### src/rtl/spectrum_bar_renderer.sv
// VGA spectrum-analyser renderer: sync timing, NUM_BANDS gradient bars and
// per-band decaying peak markers, all outputs registered one cycle after (h,v).
module spectrum_bar_renderer #(
  parameter int H_DISPLAY         = 640,
  parameter int H_FRONT           = 16,
  parameter int H_SYNC            = 96,
  parameter int H_BACK            = 48,
  parameter int V_DISPLAY         = 480,
  parameter int V_FRONT           = 10,
  parameter int V_SYNC            = 2,
  parameter int V_BACK            = 33,
  parameter int NUM_BANDS         = 16,
  parameter int BAR_WIDTH         = 40,
  parameter int GAP               = 2,
  parameter int MAG_W             = 16,
  parameter int PEAK_DECAY_FRAMES = 4
) (
  input  logic                       clk,
  input  logic                       reset,
  input  logic                       done,
  input  logic [NUM_BANDS*MAG_W-1:0] bands,
  output logic                       hsync,
  output logic                       vsync,
  output logic [3:0]                 r,
  output logic [3:0]                 g,
  output logic [3:0]                 b,
  output logic                       active,
  output logic                       frame_start
);
  localparam int H_TOTAL  = H_DISPLAY + H_FRONT + H_SYNC + H_BACK;
  localparam int V_TOTAL  = V_DISPLAY + V_FRONT + V_SYNC + V_BACK;
  localparam int HW       = $clog2(H_TOTAL + 1);
  localparam int VW       = $clog2(V_TOTAL + 1);
  localparam int HTW      = $clog2(V_DISPLAY + 1);
  localparam int CW       = $clog2(BAR_WIDTH + 1);
  localparam int BAND_MAX = (H_TOTAL / BAR_WIDTH > NUM_BANDS) ? H_TOTAL / BAR_WIDTH : NUM_BANDS;
  localparam int BNW      = $clog2(BAND_MAX + 2);
  localparam int SW       = $clog2(NUM_BANDS);
  localparam int HOLD_W   = $clog2(PEAK_DECAY_FRAMES + 1);
  localparam int PW       = MAG_W + HTW;
  localparam logic [VW-1:0] VD = VW'(V_DISPLAY);

  logic [HW-1:0]     h;
  logic [VW-1:0]     v;
  logic [CW-1:0]     col;
  logic [BNW-1:0]    band;
  logic [MAG_W-1:0]  shadow  [NUM_BANDS];
  logic [HTW-1:0]    disp_ht [NUM_BANDS];
  logic [HTW-1:0]    peak    [NUM_BANDS];
  logic [HOLD_W-1:0] hold    [NUM_BANDS];
  logic [HTW-1:0]    new_ht  [NUM_BANDS];
  logic              h_last, v_last, boundary;

  assign h_last   = (h == HW'(H_TOTAL - 1));
  assign v_last   = (v == VW'(V_TOTAL - 1));
  assign boundary = h_last && v_last;

  always_ff @(posedge clk) begin
    if (reset) begin
      h    <= '0;
      v    <= '0;
      col  <= '0;
      band <= '0;
    end else begin
      h <= h_last ? '0 : h + 1'b1;
      if (h_last) v <= v_last ? '0 : v + 1'b1;
      // slot column / band index follow h without a divider
      if (h_last) begin
        col  <= '0;
        band <= '0;
      end else if (col == CW'(BAR_WIDTH - 1)) begin
        col  <= '0;
        band <= band + 1'b1;
      end else begin
        col <= col + 1'b1;
      end
    end
  end

  for (genvar k = 0; k < NUM_BANDS; k++) begin : g_ht
    logic [MAG_W-1:0] mag;
    logic [PW-1:0]    prod, scaled;
    assign mag       = shadow[k];
    assign prod      = mag[MAG_W-1] ? '0 : PW'(mag[MAG_W-2:0]) * PW'(V_DISPLAY);
    assign scaled    = prod >> (MAG_W - 1);
    assign new_ht[k] = (scaled > PW'(V_DISPLAY)) ? HTW'(V_DISPLAY) : scaled[HTW-1:0];
  end

  always_ff @(posedge clk) begin
    if (reset) begin
      for (int k = 0; k < NUM_BANDS; k++) begin
        shadow[k]  <= '0;
        disp_ht[k] <= '0;
        peak[k]    <= '0;
        hold[k]    <= '0;
      end
    end else begin
      // display reads the pre-strobe shadow when done lands on the boundary
      if (done)
        for (int k = 0; k < NUM_BANDS; k++) shadow[k] <= bands[k*MAG_W +: MAG_W];
      if (boundary) begin
        for (int k = 0; k < NUM_BANDS; k++) begin
          disp_ht[k] <= new_ht[k];
          if (new_ht[k] >= peak[k]) begin
            peak[k] <= new_ht[k];
            hold[k] <= '0;
          end else if (hold[k] == HOLD_W'(PEAK_DECAY_FRAMES - 1)) begin
            hold[k] <= '0;
            peak[k] <= ((peak[k] - 1'b1) > new_ht[k]) ? peak[k] - 1'b1 : new_ht[k];
          end else begin
            hold[k] <= hold[k] + 1'b1;
          end
        end
      end
    end
  end

  logic          in_bars;
  logic [SW-1:0] sel;
  logic [HTW-1:0] cur_ht, cur_peak;
  logic [11:0]   color;

  assign in_bars  = (band < BNW'(NUM_BANDS));
  assign sel      = in_bars ? band[SW-1:0] : '0;
  assign cur_ht   = disp_ht[sel];
  assign cur_peak = peak[sel];

  always_comb begin
    color = 12'h000;
    if (h < HW'(H_DISPLAY) && v < VD && in_bars && col < CW'(BAR_WIDTH - GAP)) begin
      if (cur_peak != '0 && v == VD - VW'(cur_peak))
        color = 12'hFFF;
      else if (v >= VD - VW'(cur_ht)) begin
        if (v < VW'(V_DISPLAY / 3))          color = 12'hC00;
        else if (v < VW'(2 * V_DISPLAY / 3)) color = 12'hCC0;
        else                                 color = 12'h0C0;
      end
    end
  end

  always_ff @(posedge clk) begin
    if (reset) begin
      hsync       <= 1'b1;
      vsync       <= 1'b1;
      active      <= 1'b0;
      frame_start <= 1'b0;
      r           <= '0;
      g           <= '0;
      b           <= '0;
    end else begin
      hsync       <= !(h >= HW'(H_DISPLAY + H_FRONT) && h < HW'(H_DISPLAY + H_FRONT + H_SYNC));
      vsync       <= !(v >= VW'(V_DISPLAY + V_FRONT) && v < VW'(V_DISPLAY + V_FRONT + V_SYNC));
      active      <= (h < HW'(H_DISPLAY)) && (v < VD);
      frame_start <= (h == '0) && (v == '0);
      r           <= color[11:8];
      g           <= color[7:4];
      b           <= color[3:0];
    end
  end
endmodule

### config.mk
export PLATFORM = sky130hd
export DESIGN_NAME = spectrum_bar_renderer
export DESIGN_NICKNAME = d
export VERILOG_FILES = /design/src/rtl/spectrum_bar_renderer.sv
export SDC_FILE = /design/constraint.sdc
export NUM_CORES = 2
export LEC_CHECK = 0
export CAP_MARGIN = 15
export CORE_MARGIN = 4
export CORE_UTILIZATION = 40
export CTS_CLUSTER_DIAMETER = 200
export CTS_CLUSTER_SIZE = 10
export DETAILED_ROUTE_END_ITERATION = 10
export GPL_ROUTABILITY_DRIVEN = 0
export PLACE_DENSITY = 0.55
export SYNTH_ARGS = -nofsm -noshare
export SYNTH_HDL_FRONTEND = slang
export SYNTH_SLANG_ARGS = --single-unit
### constraint.sdc
create_clock -name clk -period 6.4 [get_ports clk]
set_clock_uncertainty 0.15 [all_clocks]
set_input_delay 1.6 -clock clk [delete_from_list [all_inputs] [get_ports clk]]
set_output_delay 1.6 -clock clk [all_outputs]
set_load 0.1 [all_outputs]
* Word-level counts from Yosys, hierarchy flattened
Memory sizes are Yosys's and may differ from the RTL's.
Index checks and enable logic that the tools add are counted.
** Storage, ports and cells
- Memories kept :: 4
- Bits in registers :: 47
- Word-level logic and storage cells :: 675
- Input bits :: 259
- RAM bits :: 592
- Output and inout bits :: 16
** Memories
- shadow :: depth 16, bits a word 16, read ports 16, clocked after Yosys merged registers in 0, write ports 16, RTL line 47 : logic [MAG_W-1:0] shadow [NUM_BANDS];
- disp_ht :: depth 16, bits a word 9, read ports 1, clocked after Yosys merged registers in 0, write ports 16, RTL line 48 : logic [HTW-1:0] disp_ht [NUM_BANDS];
- peak :: depth 16, bits a word 9, read ports 17, clocked after Yosys merged registers in 0, write ports 16, RTL line 49 : logic [HTW-1:0] peak [NUM_BANDS];
- hold :: depth 16, bits a word 3, read ports 16, clocked after Yosys merged registers in 0, write ports 16, RTL line 50 : logic [HOLD_W-1:0] hold [NUM_BANDS];
** Operators by class
- Multipliers :: 16
- Multiplexer cells :: 398
- Reductions and logical operators :: 16
- Add/subtract/negate cells :: 38
- Magnitude comparators :: 59
- Bitwise gates (word level) :: 113
- Equal/unequal tests :: 20
** Operators with widths (count)
- 9-bit two-way mux :: 80
- 24-bit two-way mux :: 16
- 15-bit by 4-bit multiplier with 19-bit output (second input constant) :: 16
- 16-bit two-way mux :: 16
- 1-bit two-way mux :: 232
- 9-bit greater-or-equal comparator :: 16
- 9-bit greater-than comparator :: 16
- 9-bit greater-than comparator (second input constant) :: 16
- 3-bit two-way mux :: 48
- 9-bit by 1-bit subtractor with 9-bit output (second input constant) :: 16
- 1-bit bitwise OR :: 112
- 3-bit by 1-bit adder with 3-bit output (second input constant) :: 16
- 3-bit by 2-bit equality test with 1-bit output (second input constant) :: 16
- 12-bit two-way mux :: 4
- 10-bit by 9-bit < comparator with 1-bit output (second input constant) :: 3
- 10-bit by 1-bit adder with 10-bit output (second input constant) :: 2
- 10-bit equality test (second input constant) :: 2
- 10-bit zero test :: 2
- 10-bit < comparator (second input constant) :: 2
- 9-bit by 9-bit subtractor with 10-bit output (first input constant) :: 2
- 10-bit equality test :: 1
- 10-bit greater-or-equal comparator :: 1
- 10-bit greater-or-equal comparator (second input constant) :: 1
- 10-bit by 9-bit greater-or-equal comparator with 1-bit output (second input constant) :: 1
- other kinds (14) :: 23

* Longest topological paths before layout
An unclocked memory read counts as a cell.
- Word-level depth :: 13
- Mapped depth :: 28
- Gate-level depth less buffers :: 25

* Worst setup path before layout
Ideal clock, no wire load.
- Path kind :: reg2reg
- Start point :: mem shadow[2][6], in the netlist shadow[0][38]
- End point :: mem peak[2][0] (netlist name) (enable)
- Clock period less this slack :: 6.652 ns
- Cell stages (with the launch flop) :: 25
- Path buffers :: 1
- Library setup time :: 0.323 ns
- Slack :: -0.252 ns
- Required time :: 5.927 ns
- Arrival time :: 6.180 ns
- Cell sequence :: edfxtp_1 -> inv_1 -> fa_1 -> fa_1 -> inv_1 -> ha_1 -> a2111oi_0 -> o21ai_0 -> a41oi_2 -> o21ai_1 -> a31oi_1 -> mux2_2 -> a41oi_1 -> buf_2 -> nand2_1 -> ha_1 -> nand2b_1 -> a21o_1 -> a21o_1 -> a211oi_1 -> o21a_1 -> o21ai_0 -> and2_1 -> o21ai_1 -> nand2b_1
** RTL lines (RTL line)
- from (decl) :: 47
- to (decl) :: 49

==> results.yml <==
grt:
  grt.total_usage_pct: 19.6
  grt_max_degree: 161
  grt_first_pass_wirelength_um: 248000
  overflow: 0
  antenna_found_initial: 3
  grt_pass1_vias: 45500
run_status:
  status: "complete, no violations"
clocking:
  cts_root_buffer: "clkbuf_16"
  clk_latency_ns: 0.67
  htreeDepth: 3
  clockBufferDepth: 3
  cts_tree: "built"
  cts_sinks: 630
  clkTransAtPathRegs_ns: 0.06
  cts_made_buffers: 72
detailed_routing:
  drtIter0Drc: 2461
  drc: 0
  ant_nets: 0
  drt-total-wl_um: 158000
  drt_pass1_iterations: 6
  viasPerCell: 5.22
  post_drt_wl_per_cell_um: 18.2
  vias: 45200
timing:
  hold_violations: 0
  tightest_slew_ns: 1.12
  layout_setup_ws_ns: 0.153
  drv_slew: 0
  maxSlewHeadroom_pct: 25.2
  fin_crit_ns: 6.25
  min_period_over_period_pct: 97.6
  setup_violations: 0
  max_freq_mhz: 160
logic_synthesis:
  ys_seq_area_share_pct: 30.6
  synth_cell_types: 104
  syn_avg_cell_area_um2: 9.90
  synthesis.area_mm2: 0.0606
  yosysTopAreaCellShare_pct: 29.3
  ys_seq_elements: 630
  synth_nets: 7509
  synth_area_leaders: "edfxtp_1, ha_1, fa_1, inv_1, nor2_1"
  syn_inst: 6127
  synth_edf_count: 592
  yosys_warnings: 0
  synthFlopType: "edfxtp_1"
  async_reset_ff_share_pct: 0
  yosys.area.top_type: "edfxtp_1"
floorplanning:
  die_w_um: 397
  initial_core_util_pct: 40.3
  dieArea_mm2: 0.158
  io_pins: 275
  core_area_mm2: 0.150
  core.rowCount: 142
  dieHeight_um: 397
power:
  power.density_mw_per_mm2: 316
  p_leak_uw: 0.0314
  ir_worst_vdd_mv: 0.175
final_layout:
  drive_gt1_share_pct: 12.6
  diodes: 0
  final_core_util_pct: 47.2
  most-common-layout-cells: "inv_1, ha_1, edfxtp_1, fa_1, nor2_1"
  n_fill_cell: 14200
  nets: 8004
  syn_to_final_growth_pct: 17.0
  layout.cells.most_common: "inv_1"
  design_area_mm2: 0.0710
worst_setup_path:
  endpoint_kind: "register"
  cp-start-kind: "register"
  r2r_slack_ns: 0.15
  crit_arrival_ns: 6.49
  critPathLaunch: "shadow[1][66]$_SDFFCE_PP0P_"
  path_max_fanout: 5
  r2r_end: "peak[12][7]$_SDFFCE_PP0P_"
  r2r_cells: 22
  critPathKind: "register to register"
  required_ns: 6.65
  timing.rr.start: "shadow[1][66]$_SDFFCE_PP0P_"
  timing.critical_path.to: "peak[12][7]$_SDFFCE_PP0P_"
placed_design:
  detailedPlace.worstSlack_ns: -0.224
  place_area_mm2: 0.0671
  dp_hpwl_um: 124000
  port_buffers: 274
flow_run:
  cap_violations: 0
hold_path:
  min_path_type: "register to register"
where the power goes:
group          switching [uW]  internal [uW]  leakage (uW)
Clock                    1780           2060      0.000944
Combinational            7300           5930        0.0240
Sequential                398           4980       0.00646
area by class of cell:
cell class                 instances  area [um^2]  area share [%]
multi-input combinational       4301        38700            54.6
sequential                       630        18500            26.1
timing repair buffer             602         5440            7.66
inverter                        1015         3810            5.37
tap                             2016         2520            3.55
clock buffer                      95         1910            2.69
clock inverter                     4         35.0          0.0494
cells in the mapped netlist (22+ instances only):
master,n
inv_1,1014
ha_1,707
edfxtp_1,592
nor2_1,421
fa_1,416
a21oi_1,219
nand2_1,201
and2_1,180
xnor2_1,176
nor3_1,161
o21ai_0,161
nand2b_1,157
nor2b_1,156
clkbuf_1,113
nand3_1,109
a21o_1,102
o21a_1,79
mux2i_1,78
nor4_1,71
a211oi_1,69
xor2_1,67
nand4_1,62
mux2_2,57
or2_2,56
and3_1,43
or3_1,40
buf_2,39
dfxtp_1,38
o31ai_1,37
a221oi_1,27
a211o_1,25
o21bai_1,23
nor3b_1,22
layer usage:
layer	up-vias	track usage (%)	part of all wire, %
met2	995	32.9	47
li1	22100	-	-
met3	191	3.02	5.5
met1	21900	26.6	45
met5	-	0	0
met4	0	5.02	2.6
critical path: stages, from the launching register on:
cell	delay [ns]
edfxtp_1	0.47
fa_1	0.61
fa_1	0.43
ha_1	0.28
a21o_1	0.18
a21o_1	0.19
a2111oi_4	0.33
o31a_1	0.31
o21ai_4	0.11
mux2i_2	0.17
or3_4	0.43
nand2b_4	0.08
ha_1	0.23
nand2b_1	0.14
a21o_1	0.19
a21o_1	0.17
a21oi_1	0.12
o21ai_0	0.11
o41a_1	0.41
or4_4	0.51
buf_4	0.17
nor2_1	0.11
a211oi_1	0.06
logic make-up after synthesis:
family                   Yosys count  share of synthesized area [%]
AND/OR/NAND/NOR                 1781                           15.7
buffers and inverters           1199                           7.68
adder cells (fa/ha/maj)         1123                           28.3
AO/OA/AOI/OAI                   1008                           11.6
flip-flops                       630                           30.6
XOR/XNOR                         243                           3.51
multiplexers                     143                           2.59
sequential cells by signal, summed over array words and instances, names as in the netlist:
name         flops
hsync            1
active           1
frame_start      1
vsync            1
col              6
g                1
h               10
band             5
r                2
shadow         256
v               10
peak           144
hold            48
disp_ht        144
timing repair:
| action | in CTS | in global routing |
|---|---|---|
| setup endpoints to repair | 56 | 270 |
| pin swaps | 5 | 116 |
| gates resized for setup | 12 | 320 |
| hold buffers | 0 | 0 |
| endpoints found under the hold margin | 0 | 0 |
| cloned | 0 | 6 |
| setup buffers | 2 | 77 |
how the worst min path moves through the flow:
stage / from / slack, ns / to / cells after the start
6_report: col[0]$_SDFF_PP0_ / 0.29 / col[0]$_SDFF_PP0_ / 1
5_1_grt: col[0]$_SDFF_PP0_ / 0.35 / col[0]$_SDFF_PP0_ / 1
4_1_cts: col[0]$_SDFF_PP0_ / 0.29 / col[0]$_SDFF_PP0_ / 1
3_5_place_dp: col[0]$_SDFF_PP0_ / 0.28 / col[0]$_SDFF_PP0_ / 1
3_3_place_gp: col[0]$_SDFF_PP0_ / 0.28 / col[0]$_SDFF_PP0_ / 1
2_1_floorplan: col[0]$_SDFF_PP0_ / 0.26 / col[0]$_SDFF_PP0_ / 1
through the flow:
stage / setup TNS [ns] / hold WS [ns] / total power, uW / cells
after global routing: -1.32 / 0.351 / 24600 / 8663
final: 0 / 0.293 / 22400 / 8663
after detailed placement: -3.88 / 0.284 / 17600 / 8479
after CTS: 0 / 0.293 / 21700 / 8580
after floorplan: 0 / 0.262 / 14100 / 6127
after global placement: -0.711 / 0.283 / 17400 / 8479
Note: power is estimated with default switching activity, not from simulation.
